$ cat config.mk
export PLATFORM = sky130hd
export DESIGN_NAME = ahb_tri_arbiter
export DESIGN_NICKNAME = d
export VERILOG_FILES = /design/src/rtl/ahb_pkg.sv /design/src/rtl/rr_pick.sv /design/src/rtl/ahb_tri_arbiter.sv
export SDC_FILE = /design/constraint.sdc
export NUM_CORES = 1
export LEC_CHECK = 0
export BUFFER_PORTS_ARGS = -buffer_cell sky130_fd_sc_hd__buf_2
export CAP_MARGIN = 5
export CORE_MARGIN = 2
export CORE_UTILIZATION = 49
export CTS_BUF_LIST = sky130_fd_sc_hd__clkbuf_2 sky130_fd_sc_hd__clkbuf_4 sky130_fd_sc_hd__clkbuf_8
export CTS_CLUSTER_SIZE = 24
export DETAILED_ROUTE_END_ITERATION = 7
export PLACE_DENSITY = 0.78
export SYNTH_ARGS = -nofsm -noshare
export SYNTH_HDL_FRONTEND = slang
export SYNTH_SLANG_ARGS = --single-unit
$ cat constraint.sdc
create_clock -name HCLK -period 2.42 [get_ports HCLK]
set_input_delay 0.242 -clock HCLK [delete_from_list [all_inputs] [get_ports HCLK]]
set_output_delay 0.242 -clock HCLK [all_outputs]
set_load 0.05 [all_outputs]
$ cat src/rtl/ahb_pkg.sv
// Shared AHB encodings and burst-length helper used by the bus arbiters and wrappers.
package ahb_pkg;

  localparam logic [1:0] HTRANS_IDLE   = 2'd0;
  localparam logic [1:0] HTRANS_BUSY   = 2'd1;
  localparam logic [1:0] HTRANS_NONSEQ = 2'd2;
  localparam logic [1:0] HTRANS_SEQ    = 2'd3;

  localparam logic [2:0] HBURST_SINGLE = 3'd0;
  localparam logic [2:0] HBURST_INCR   = 3'd1;
  localparam logic [2:0] HBURST_WRAP4  = 3'd2;
  localparam logic [2:0] HBURST_INCR4  = 3'd3;
  localparam logic [2:0] HBURST_WRAP8  = 3'd4;
  localparam logic [2:0] HBURST_INCR8  = 3'd5;
  localparam logic [2:0] HBURST_WRAP16 = 3'd6;
  localparam logic [2:0] HBURST_INCR16 = 3'd7;

  localparam logic [1:0] HRESP_OKAY  = 2'd0;
  localparam logic [1:0] HRESP_ERROR = 2'd1;
  localparam logic [1:0] HRESP_RETRY = 2'd2;
  localparam logic [1:0] HRESP_SPLIT = 2'd3;

  // INCR is undefined length, so it is treated as a single protected beat.
  function automatic logic [4:0] burst_beats(input logic [2:0] hburst);
    case (hburst)
      HBURST_WRAP4,  HBURST_INCR4:  burst_beats = 5'd4;
      HBURST_WRAP8,  HBURST_INCR8:  burst_beats = 5'd8;
      HBURST_WRAP16, HBURST_INCR16: burst_beats = 5'd16;
      default:                      burst_beats = 5'd1;
    endcase
  endfunction

endpackage

$ cat src/rtl/rr_pick.sv
// Combinational round-robin selector: first set req bit after 'last', wrapping to 'last' itself.
module rr_pick #(
  parameter int NUM_MASTERS = 4,
  parameter int MW = $clog2(NUM_MASTERS)
) (
  input  logic [NUM_MASTERS-1:0] req,
  input  logic [MW-1:0]          last,
  output logic                   valid,
  output logic [MW-1:0]          index
);

  logic [MW-1:0] cand;

  // Walk from farthest to nearest so the nearest requester is written last and wins.
  always_comb begin
    valid = 1'b0;
    index = '0;
    cand  = '0;
    for (int i = NUM_MASTERS; i >= 1; i--) begin
      cand = MW'((int'(last) + i) % NUM_MASTERS);
      if (req[cand]) begin
        valid = 1'b1;
        index = cand;
      end
    end
  end

endmodule

$ cat src/rtl/ahb_tri_arbiter.sv
// Round-robin AHB arbiter with address/data-phase ownership tracking and
// registered active-low drive enables for the shared tri-state address and write-data buses.
module ahb_tri_arbiter
  import ahb_pkg::*;
#(
  parameter int NUM_MASTERS    = 4,
  parameter int DEFAULT_MASTER = 0,
  parameter int MW             = $clog2(NUM_MASTERS)
) (
  input  logic                   HCLK,
  input  logic                   HRESET,
  input  logic [NUM_MASTERS-1:0] HBUSREQ,
  input  logic [NUM_MASTERS-1:0] HLOCK,
  input  logic [1:0]             HTRANS,
  input  logic [2:0]             HBURST,
  input  logic                   HWRITE,
  input  logic                   HREADY,
  input  logic [1:0]             HRESP,
  output logic [NUM_MASTERS-1:0] HGRANT,
  output logic [MW-1:0]          HMASTER,
  output logic [MW-1:0]          HMASTER_D,
  output logic                   HMASTLOCK,
  output logic [NUM_MASTERS-1:0] ADEN_n,
  output logic [NUM_MASTERS-1:0] WDEN_n
);

  localparam logic [MW-1:0] DEF_IDX = MW'(DEFAULT_MASTER);

  function automatic logic [NUM_MASTERS-1:0] onehot(input logic [MW-1:0] idx);
    onehot      = '0;
    onehot[idx] = 1'b1;
  endfunction

  logic [4:0]    rem;
  logic [4:0]    remNext;
  logic [MW-1:0] grantIdx;
  logic [MW-1:0] pickIdx;
  logic [MW-1:0] nextIdx;
  logic          pickValid;
  logic          accepted;
  logic          hold;

  rr_pick #(
    .NUM_MASTERS(NUM_MASTERS),
    .MW         (MW)
  ) u_pick (
    .req  (HBUSREQ),
    .last (grantIdx),
    .valid(pickValid),
    .index(pickIdx)
  );

  assign accepted = HREADY && ((HTRANS == HTRANS_NONSEQ) || (HTRANS == HTRANS_SEQ));
  assign nextIdx  = pickValid ? pickIdx : DEF_IDX;

  // A non-OKAY response aborts the burst immediately, even in its first (HREADY=0) cycle.
  always_comb begin
    remNext = rem;
    if (HRESP != HRESP_OKAY)
      remNext = '0;
    else if (HREADY && (HTRANS == HTRANS_NONSEQ))
      remNext = burst_beats(HBURST) - 5'd1;
    else if (HREADY && (HTRANS == HTRANS_SEQ) && (rem != 5'd0))
      remNext = rem - 5'd1;
  end

  // Judged on the post-update count so the grant moves while the last beat is being
  // issued, letting the next owner's address phase follow with no dead cycle.
  assign hold = (HMASTLOCK && HLOCK[HMASTER]) || (remNext > 5'd1);

  always_ff @(posedge HCLK) begin
    if (HRESET) begin
      HGRANT    <= onehot(DEF_IDX);
      grantIdx  <= DEF_IDX;
      HMASTER   <= DEF_IDX;
      HMASTER_D <= DEF_IDX;
      HMASTLOCK <= 1'b0;
      rem       <= '0;
      ADEN_n    <= '1;
      WDEN_n    <= '1;
    end else begin
      rem <= remNext;
      if (!hold) begin
        grantIdx <= nextIdx;
        HGRANT   <= onehot(nextIdx);
      end
      if (HREADY) begin
        HMASTER   <= grantIdx;
        HMASTLOCK <= HLOCK[grantIdx];
        ADEN_n    <= ~onehot(grantIdx);
        HMASTER_D <= HMASTER;
        WDEN_n    <= (accepted && HWRITE) ? ~onehot(HMASTER) : '1;
      end
    end
  end

endmodule
==> results of run 1 <==
[flip-flops by register name, summed over array words and instances, names as in the netlist]
signal     flops
ADEN_n         4
WDEN_n         4
HMASTLOCK      1
grantIdx       2
HGRANT         4
rem            5
HMASTER_D      2
HMASTER        2
[power by group]
part	internal (mW)	switching, mW
clock	0.168	0.123
combinational	0.176	0.296
sequential	0.437	0.0258
total	0.780	0.445
[kinds of logic (layout without fill, tap and decap cells)]
family / Yosys count / in the layout
fa+ha+maj: 5 / 5
flops: 24 / 24
mux: 17 / 17
simple gates: 60 / 60
buf+inv: 16 / 48
compound gates: 33 / 33
[layout by cell type (no fill, tap or decap), types with 3 or more instances in the layout]
master | Yosys | final
o211ai_1 | 3 | 3
o21ai_0 | 5 | 5
ha_1 | 5 | 5
nand3_1 | 4 | 4
inv_1 | 7 | 7
clkbuf_4 | 0 | 3
mux2i_1 | 12 | 12
dfxtp_1 | 24 | 24
buf_2 | 1 | 34
nand2_1 | 24 | 24
o2111ai_1 | 4 | 4
a21oi_1 | 4 | 4
nor2_1 | 14 | 14
[area by class of cell]
class | instances | area (um^2) | share of cell area
Multi-Input combinational cell | 115 | 837 | 0.515
Inverter | 8 | 30.0 | 0.0185
Sequential cell | 24 | 480 | 0.296
Timing Repair Buffer | 36 | 185 | 0.114
Clock buffer | 3 | 22.5 | 0.0139
Tap cell | 31 | 38.8 | 0.0239
Clock inverter | 1 | 30.0 | 0.0185
[path summary, 6_finish.rpt]
path,start,endpoint,cells after the start
setup reg to reg,rem[1],grantIdx[0],7
setup / recovery,rem[1],grantIdx[0],7
hold reg to reg,HGRANT[3],HGRANT[3],2
hold / removal,HRESET,HMASTLOCK,2
[metal layers]
layer  GRT usage  share of wire  up-vias
met5           0              0        -
met4      0.0897          0.016        0
met3      0.0204          0.035        5
met2       0.335           0.53       28
met1       0.225           0.41      606
li1            -              -      625
[through the flow]
step                      utilization  cell area (um^2)  hold slack, ns  setup slack, ns  std cells
after floorplan                     -              1390           0.444            0.105        155
after global placement          0.575              1570           0.451            0.273        214
after detailed placement        0.575              1570           0.458            0.227        214
after CTS                       0.594              1620           0.195            0.206        218
after global routing            0.594              1620           0.201           0.0679        218
final                           0.594              1620           0.208            0.211        218
==> summary.txt, run 1 <==
Run status
  • Status: complete, no violations

Routing
  • DRT Wirelength: 2960 um
  • Initial DRC Count: 53
  • DRC violations left: 0
  • Vias per cell: 5.80
  • Post-DRT Antenna Nets: 0
  • Pre-Repair DR Iteration Count: 4
  • Avg WL per Cell: 13.6 um
  • Via count: 1264

Setup path
  • FF-to-FF setup slack: 0.21 ns
  • Kind of critical path: flop to flop
  • Critical path arrival: 2.43 ns
  • Crit start category: flop
  • Buf/Inv on CP: 1
  • Data required, critical path: 2.64 ns
  • Slowest CP cell: or4_4
  • Crit Path Max Fanout: 5
  • Crit-path cells: inv_1 -> ha_1 -> or3b_4 -> a21oi_1 -> o21ai_2 -> or4_4 -> mux2_4
  • CP Capture Type: flop
  • Worst path max stage delay: 0.44 ns
  • CP delay by family, top: simple AND/OR/NAND/NOR gates

Logic synthesis
  • Post-synth ARST share: 0
  • Largest family of logic cells by synthesized area: simple AND/OR/NAND/NOR gates
  • Synth warnings: 0
  • Most used flip-flop cell after synthesis: dfxtp_1
  • Mean Syn Cell Area: 8.99 um^2
  • Synth Area in Simple Gates: 0.230
  • #FFs+latches synth: 24
  • Synthesized Nets: 179
  • Post-Synth Adder-Cell Area: 0.0449
  • Synth top cells by count: dfxtp_1, nand2_1, nor2_1, mux2i_1, inv_1
  • Largest area contributor in the netlist: dfxtp_1
  • Syn Std Cell Area: 0.00139 mm^2
  • Largest cells by area after synthesis: dfxtp_1, mux2i_1, nand2_1, ha_1, nor2_1
  • Top-area cell type share of the netlist area: 0.345
  • Number of synthesized flops with an enable pin: 0
  • Sequential area share after synthesis: 0.345
  • Post-synthesis compound-gate area fraction: 0.180
  • Mapped Cells: 155
  • Multiplexer area fraction after synthesis: 0.145
  • XOR/XNOR share of the synthesized area: 0
  • Unique cell type count in the Yosys netlist: 47

STA
  • Tcrit/Tclk final: 0.913
  • Final Critical Period: 2.21 ns
  • Setup violators final: 0
  • Actual slew at the worst max-slew pin: 0.494 ns
  • Slew HR: 0.669
  • RSZ-0062 raised after global routing: false
  • Final Hold Viols: 0
  • Worst clock skew: 0.0126 ns
  • Max frequency: 453 MHz
  • Setup TNS: 0 ns
  • Fin. max-slew vios: 0

Die
  • Rows: 19
  • Die height: 57.3 um
  • Die area: 0.00329 mm^2
  • Core Region: 0.00273 mm^2
  • Die width: 57.3 um
  • Top Ports: 36
  • Starting Density: 0.510

Clocking
  • H-tree depth: 1
  • Inserted Clock Buffers: 3
  • Post-CTS setup buffers: 0
  • Root buffer cell: clkbuf_4
  • CTS max path bufs: 2
  • Cts hold-fix bufs: 0
  • CTS tree: done
  • Later-pin clock latency in the skew report: 0.33 ns
  • Clock sink count: 24
  • Cts repair resizes: 0
  • Clock transition at path regs: 0.14 ns

Finish
  • ANT cells: 0
  • Filler cells: 246
  • Layout area overhead: 16.5%
  • Nets: 212
  • Fraction of layout cells with a size suffix above 1: 0.289

Placed design
  • Detailed placement HPWL: 2290 um
  • IO buf count: 34
  • RePlAce Congestion: 0.893

Hold path
  • Hold Path Class: input port to flop

GRT
  • Number of global-route vias before repair: 1173
  • Total GRT Usage: 0.188
  • GRT Residual Overflow: 0
  • Pin count of the biggest net entering global routing: 21
  • First-pass GRT wire length: 4860 um
  • Initial antenna violation count: 0

Pwr
  • Pwr/cell area: 754 mW/mm^2
  • Pleak: 0.681 nW
  • Worst VDD drop: 0.000642 V
  • Total power draw: 1.22 mW

Flow run
  • MaxCap Viol Count: 0
No activity file was read; power rests on OpenSTA's default activity.
==> inputs of run 2 (changes only) <==
Settings changed: CELL_PAD_IN_SITES_DETAIL_PLACEMENT from default to 0, CELL_PAD_IN_SITES_GLOBAL_PLACEMENT from default to 1, CORE_UTILIZATION 49 to 36, PLACE_DENSITY 0.78 to default, PLACE_DENSITY_LB_ADDON from default to 0.1.
==> run 2 against run 1 <==
Sequential power is essentially flat; total power increased by 5.4%; wire length up 5.0%; final cell count rose by 8.3%; non-clock buffer count grew 1; core utilization fell by 14 points; critical path type unchanged.
==> summary.txt, run 2 (synthesis gave the netlist of run 1 again) <==
Routing
  • Vias per cell: 5.22
  • Via count: 1232
  • Met3 WL: 143 um
  • Top routing layer used: met4
  • DRC violations left: 0
  • Avg WL per Cell: 13.2 um
  • Pre-Repair DR Iteration Count: 4
  • Met2 WL: 1440 um
  • DRT met1 WL: 1480 um
  • DRT Wirelength: 3110 um
  • Post-DRT Antenna Nets: 0
  • Initial DRC Count: 63

Finish
  • Largest register by flop count: rem
  • Fraction of layout cells with a size suffix above 1: 0.293
  • Nets: 213
  • Max FFs per register: 5
  • Non-Filler Instances: 236
  • Most frequent cells in the layout: buf_2, dfxtp_1, nand2_1
  • Most common cell after layout, fill and taps aside: buf_2
  • Layout area overhead: 19.9%
  • ANT cells: 0

Setup path
  • Buf/Inv on CP: 1
  • Slowest CP cell: or4_4
  • CP Capture Type: flop
  • Crit start category: flop
  • Critical path arrival: 2.34 ns
  • Worst path max stage delay: 0.44 ns
  • Kind of critical path: flop to flop
  • CP delay by family, top: simple AND/OR/NAND/NOR gates
  • Crit-path cells: inv_1 -> ha_1 -> or3b_4 -> a21oi_1 -> o21ai_2 -> or4_4 -> mux2_4
  • Crit Path Max Fanout: 5
  • Data required, critical path: 2.59 ns

Die
  • Die width: 66.2 um
  • Die height: 66.2 um
  • Core Region: 0.00369 mm^2
  • Starting Density: 0.378
  • Top Ports: 36
  • Die area: 0.00439 mm^2
  • Rows: 22

STA
  • Final Critical Period: 2.17 ns
  • Hold Slack: 0.270 ns
  • Setup violators final: 0
  • Actual slew at the worst max-slew pin: 0.522 ns
  • RSZ-0062 raised after global routing: false
  • Fin. max-slew vios: 0
  • Final Hold Viols: 0
  • Setup TNS: 0 ns
  • Tcrit/Tclk final: 0.899
  • Slew HR: 0.650
  • Worst clock skew: 0.00333 ns
  • Max frequency: 460 MHz

Clocking
  • H-tree depth: 1
  • Inserted Clock Buffers: 3
  • CTS tree: done
  • Clock sink count: 24
  • Later-pin clock latency in the skew report: 0.27 ns
  • Clock transition at path regs: 0.09 ns
  • Cts hold-fix bufs: 0
  • CTS max path bufs: 2
  • Root buffer cell: clkbuf_8
  • Post-CTS setup buffers: 0
  • Cts repair resizes: 0

Run status
  • Status: complete, no violations

Pwr
  • Pwr/cell area: 772 mW/mm^2
  • Worst VDD drop: 0.000292 V
  • Total power draw: 1.29 mW
  • Pleak: 0.693 nW

GRT
  • Number of global-route vias before repair: 1146
  • GRT Residual Overflow: 0
  • Total GRT Usage: 0.156
  • Initial antenna violation count: 0
  • Pin count of the biggest net entering global routing: 20
  • First-pass GRT wire length: 5250 um

Placed design
  • RePlAce Congestion: 0.771
  • Detailed placement HPWL: 2370 um
  • IO buf count: 34
  • Post-placement cell count: 232

Flow run
  • MaxCap Viol Count: 0

Hold path
  • Hold Path Class: input port to flop
-- run 2: power breakdown --
part           switching [mW]  total (mW)  internal [mW]
clock network           0.135       0.356          0.221
registers              0.0264       0.463          0.437
logic                   0.296       0.472          0.177
-- run 2: stage by stage --
step	worst slack, ns	instance area (um^2)	utilization
after floorplan	0.105	1390	-
after global placement	0.278	1600	0.434
after global routing	0.114	1670	0.453
final	0.246	1670	0.453
after CTS	0.233	1670	0.453
after detailed placement	0.238	1600	0.434
-- run 2: worst register-to-register path: cells and delay by family (launching register included) --
family,cells,cell delay [ns]
adder cells (fa/ha/maj),1,0.15
AO/OA/AOI/OAI,2,0.37
multiplexers,1,0.30
AND/OR/NAND/NOR,2,0.85
buffers and inverters,1,0.06
flip-flops,1,0.34
-- run 2: per-layer routing --
metal,global-route usage,vias to the layer above
li1,-,628
met1,0.195,575
met2,0.263,25
met3,0.0256,4
met4,0.0689,0
met5,0,-
-- run 2: area by class of cell --
class / count / area [um^2]
Multi-Input combinational cell: 115 / 837
Tap cell: 48 / 60.1
Timing Repair Buffer: 37 / 193
Clock inverter: 1 / 30.0
Sequential cell: 24 / 480
Clock buffer: 3 / 41.3
Fill cell: 381 / 2020
Inverter: 8 / 30.0
-- run 2: path summary, 6_finish.rpt --
check / from / to / slack (ns) / depth (start not counted)
setup / recovery: rem[0] / grantIdx[0] / 0.25 / 7
hold reg to reg: HGRANT[3] / HGRANT[3] / 0.47 / 2
setup reg to reg: rem[0] / grantIdx[0] / 0.25 / 7
hold / removal: HRESET / HMASTER[1] / 0.27 / 2
==> inputs of run 3 (changes only) <==
==> constraint.sdc (replaced) <==
create_clock -name HCLK -period 2.42 [get_ports HCLK]
set_input_delay 0.484 -clock HCLK [delete_from_list [all_inputs] [get_ports HCLK]]
set_output_delay 0.484 -clock HCLK [all_outputs]
set_load 0.05 [all_outputs]
==> run 3 against run 2 <==
Non-clock buffer count grew 1; die area unchanged; first-iteration DRC count is 13% lower; worst setup slack got worse by 0.014 ns; design area grew 0.45%; worst hold slack better by 0.19 ns; via count unchanged; sequential power shrank 0.9%; register-to-register slack barely moved; fmax decreased by 0.63%; critical path type unchanged.
==> summary.txt, run 3 (synthesis gave the netlist of run 1 again) <==
Finish
  • ANT cells: 0
  • Filler cells: 379
  • Layout area overhead: 20.5%
  • Most common cell after layout, fill and taps aside: buf_2
  • Most frequent cells in the layout: buf_2, dfxtp_1, nand2_1
  • Multi-input gate area: 837 um^2
  • Largest register by flop count: rem
  • Reg area: 480 um^2
  • Fraction of layout cells with a size suffix above 1: 0.296
  • Nets: 214
  • Max FFs per register: 5

Clocking
  • Cts repair resizes: 0
  • Clock sink count: 24
  • H-tree depth: 1
  • Inserted Clock Buffers: 3
  • Cts hold-fix bufs: 0
  • Root buffer cell: clkbuf_8
  • CTS max path bufs: 2
  • CTS tree: done
  • Later-pin clock latency in the skew report: 0.27 ns
  • Post-CTS setup buffers: 0
  • Clock transition at path regs: 0.09 ns

STA
  • Actual slew at the worst max-slew pin: 0.539 ns
  • Final Hold Viols: 0
  • Setup TNS: 0 ns
  • Slew HR: 0.638
  • Tcrit/Tclk final: 0.904
  • Fin. max-slew vios: 0
  • RSZ-0062 raised after global routing: false
  • Worst clock skew: 0.00421 ns
  • Max frequency: 457 MHz
  • Final Critical Period: 2.19 ns
  • Setup violators final: 0

Die
  • Rows: 22
  • Top Ports: 36
  • Die area: 0.00439 mm^2
  • Starting Density: 0.378
  • Die height: 66.2 um
  • Die width: 66.2 um
  • Core Region: 0.00369 mm^2

Pwr
  • Gate power share: 0.371
  • Int Power: 0.836 mW
  • Worst VDD drop: 0.000274 V
  • Total power draw: 1.30 mW
  • Net Sw Frac: 0.355
  • Sw Pwr: 0.460 mW
  • Pwr/cell area: 772 mW/mm^2
  • Power share of the clock group: 0.275
  • Reg power frac: 0.354
  • Pleak: 0.698 nW

GRT
  • Initial antenna violation count: 0
  • Pin count of the biggest net entering global routing: 20
  • Total GRT Usage: 0.154
  • Number of global-route vias before repair: 1199
  • First-pass GRT wire length: 5240 um
  • GRT Residual Overflow: 0

Placed design
  • IO buf count: 34
  • RePlAce Congestion: 0.800
  • Detailed placement HPWL: 2370 um

Routing
  • Vias per cell: 5.20
  • Pre-Repair DR Iteration Count: 4
  • DRC violations left: 0
  • Initial DRC Count: 55
  • Via count: 1232
  • Post-DRT Antenna Nets: 0
  • Avg WL per Cell: 13.3 um
  • DRT Wirelength: 3150 um

Setup path
  • Data required, critical path: 2.58 ns
  • Critical path arrival: 2.35 ns
  • Crit Path Max Fanout: 5
  • CP Capture Type: flop
  • Crit start category: flop
  • Kind of critical path: flop to flop

Hold path
  • Hold Path Class: flop to flop

Run status
  • Status: complete, no violations

Flow run
  • MaxCap Viol Count: 0
## run 3: metrics by stage
stage               cell area, um^2  worst slack (ns)  std cells  hold WS (ns)  utilization
global placement               1610             0.233        233         0.448        0.436
floorplan                      1390             0.105        155         0.517            -
finish                         1680             0.232        237         0.458        0.455
global route                   1680             0.128        237         0.508        0.455
detailed placement             1610             0.233        233         0.449        0.436
CTS                            1680             0.221        237         0.463        0.455
## run 3: power by group through the flow
| stage | Combinational (mW) | Clock, mW | Sequential [mW] |
|---|---|---|---|
| final | 0.481 | 0.356 | 0.459 |
| after global routing | 0.526 | 0.382 | 0.465 |
| after CTS | 0.485 | 0.365 | 0.461 |
| after detailed placement | 0.482 | 0 | 0.470 |
| after global placement | 0.470 | 0 | 0.468 |
| after floorplan | 0.257 | 0 | 0.581 |
## run 3: layer usage
metal  GRT usage  vias up  share of wire
li1            -      633              -
met3      0.0204        4          0.037
met2       0.271       27           0.48
met1       0.191      568           0.47
met4      0.0536        0         0.0098
met5           0        -              0
## run 3: worst paths after layout
kind | from | end | slack [ns] | cells past startpoint
min | HGRANT[1] | HGRANT[1] | 0.46 | 2
max reg2reg | rem[1] | grantIdx[0] | 0.23 | 7
min reg2reg | HGRANT[1] | HGRANT[1] | 0.46 | 2
max | rem[1] | grantIdx[0] | 0.23 | 7
## run 3: layout make-up
type                       instances  area share
timing repair buffer              38       0.119
inverter                           8      0.0179
clock inverter                     1      0.0179
tap                               48      0.0358
clock buffer                       3      0.0246
multi-input combinational        115       0.499
sequential                        24       0.286
## run 3: critical path: stages, from the launching register on
cell and delay (ns):
dfxtp_1 0.35, inv_1 0.07, ha_1 0.14, or3b_4 0.41, a21oi_1 0.24, o21ai_2 0.13, or4_4 0.44, mux2_4 0.30
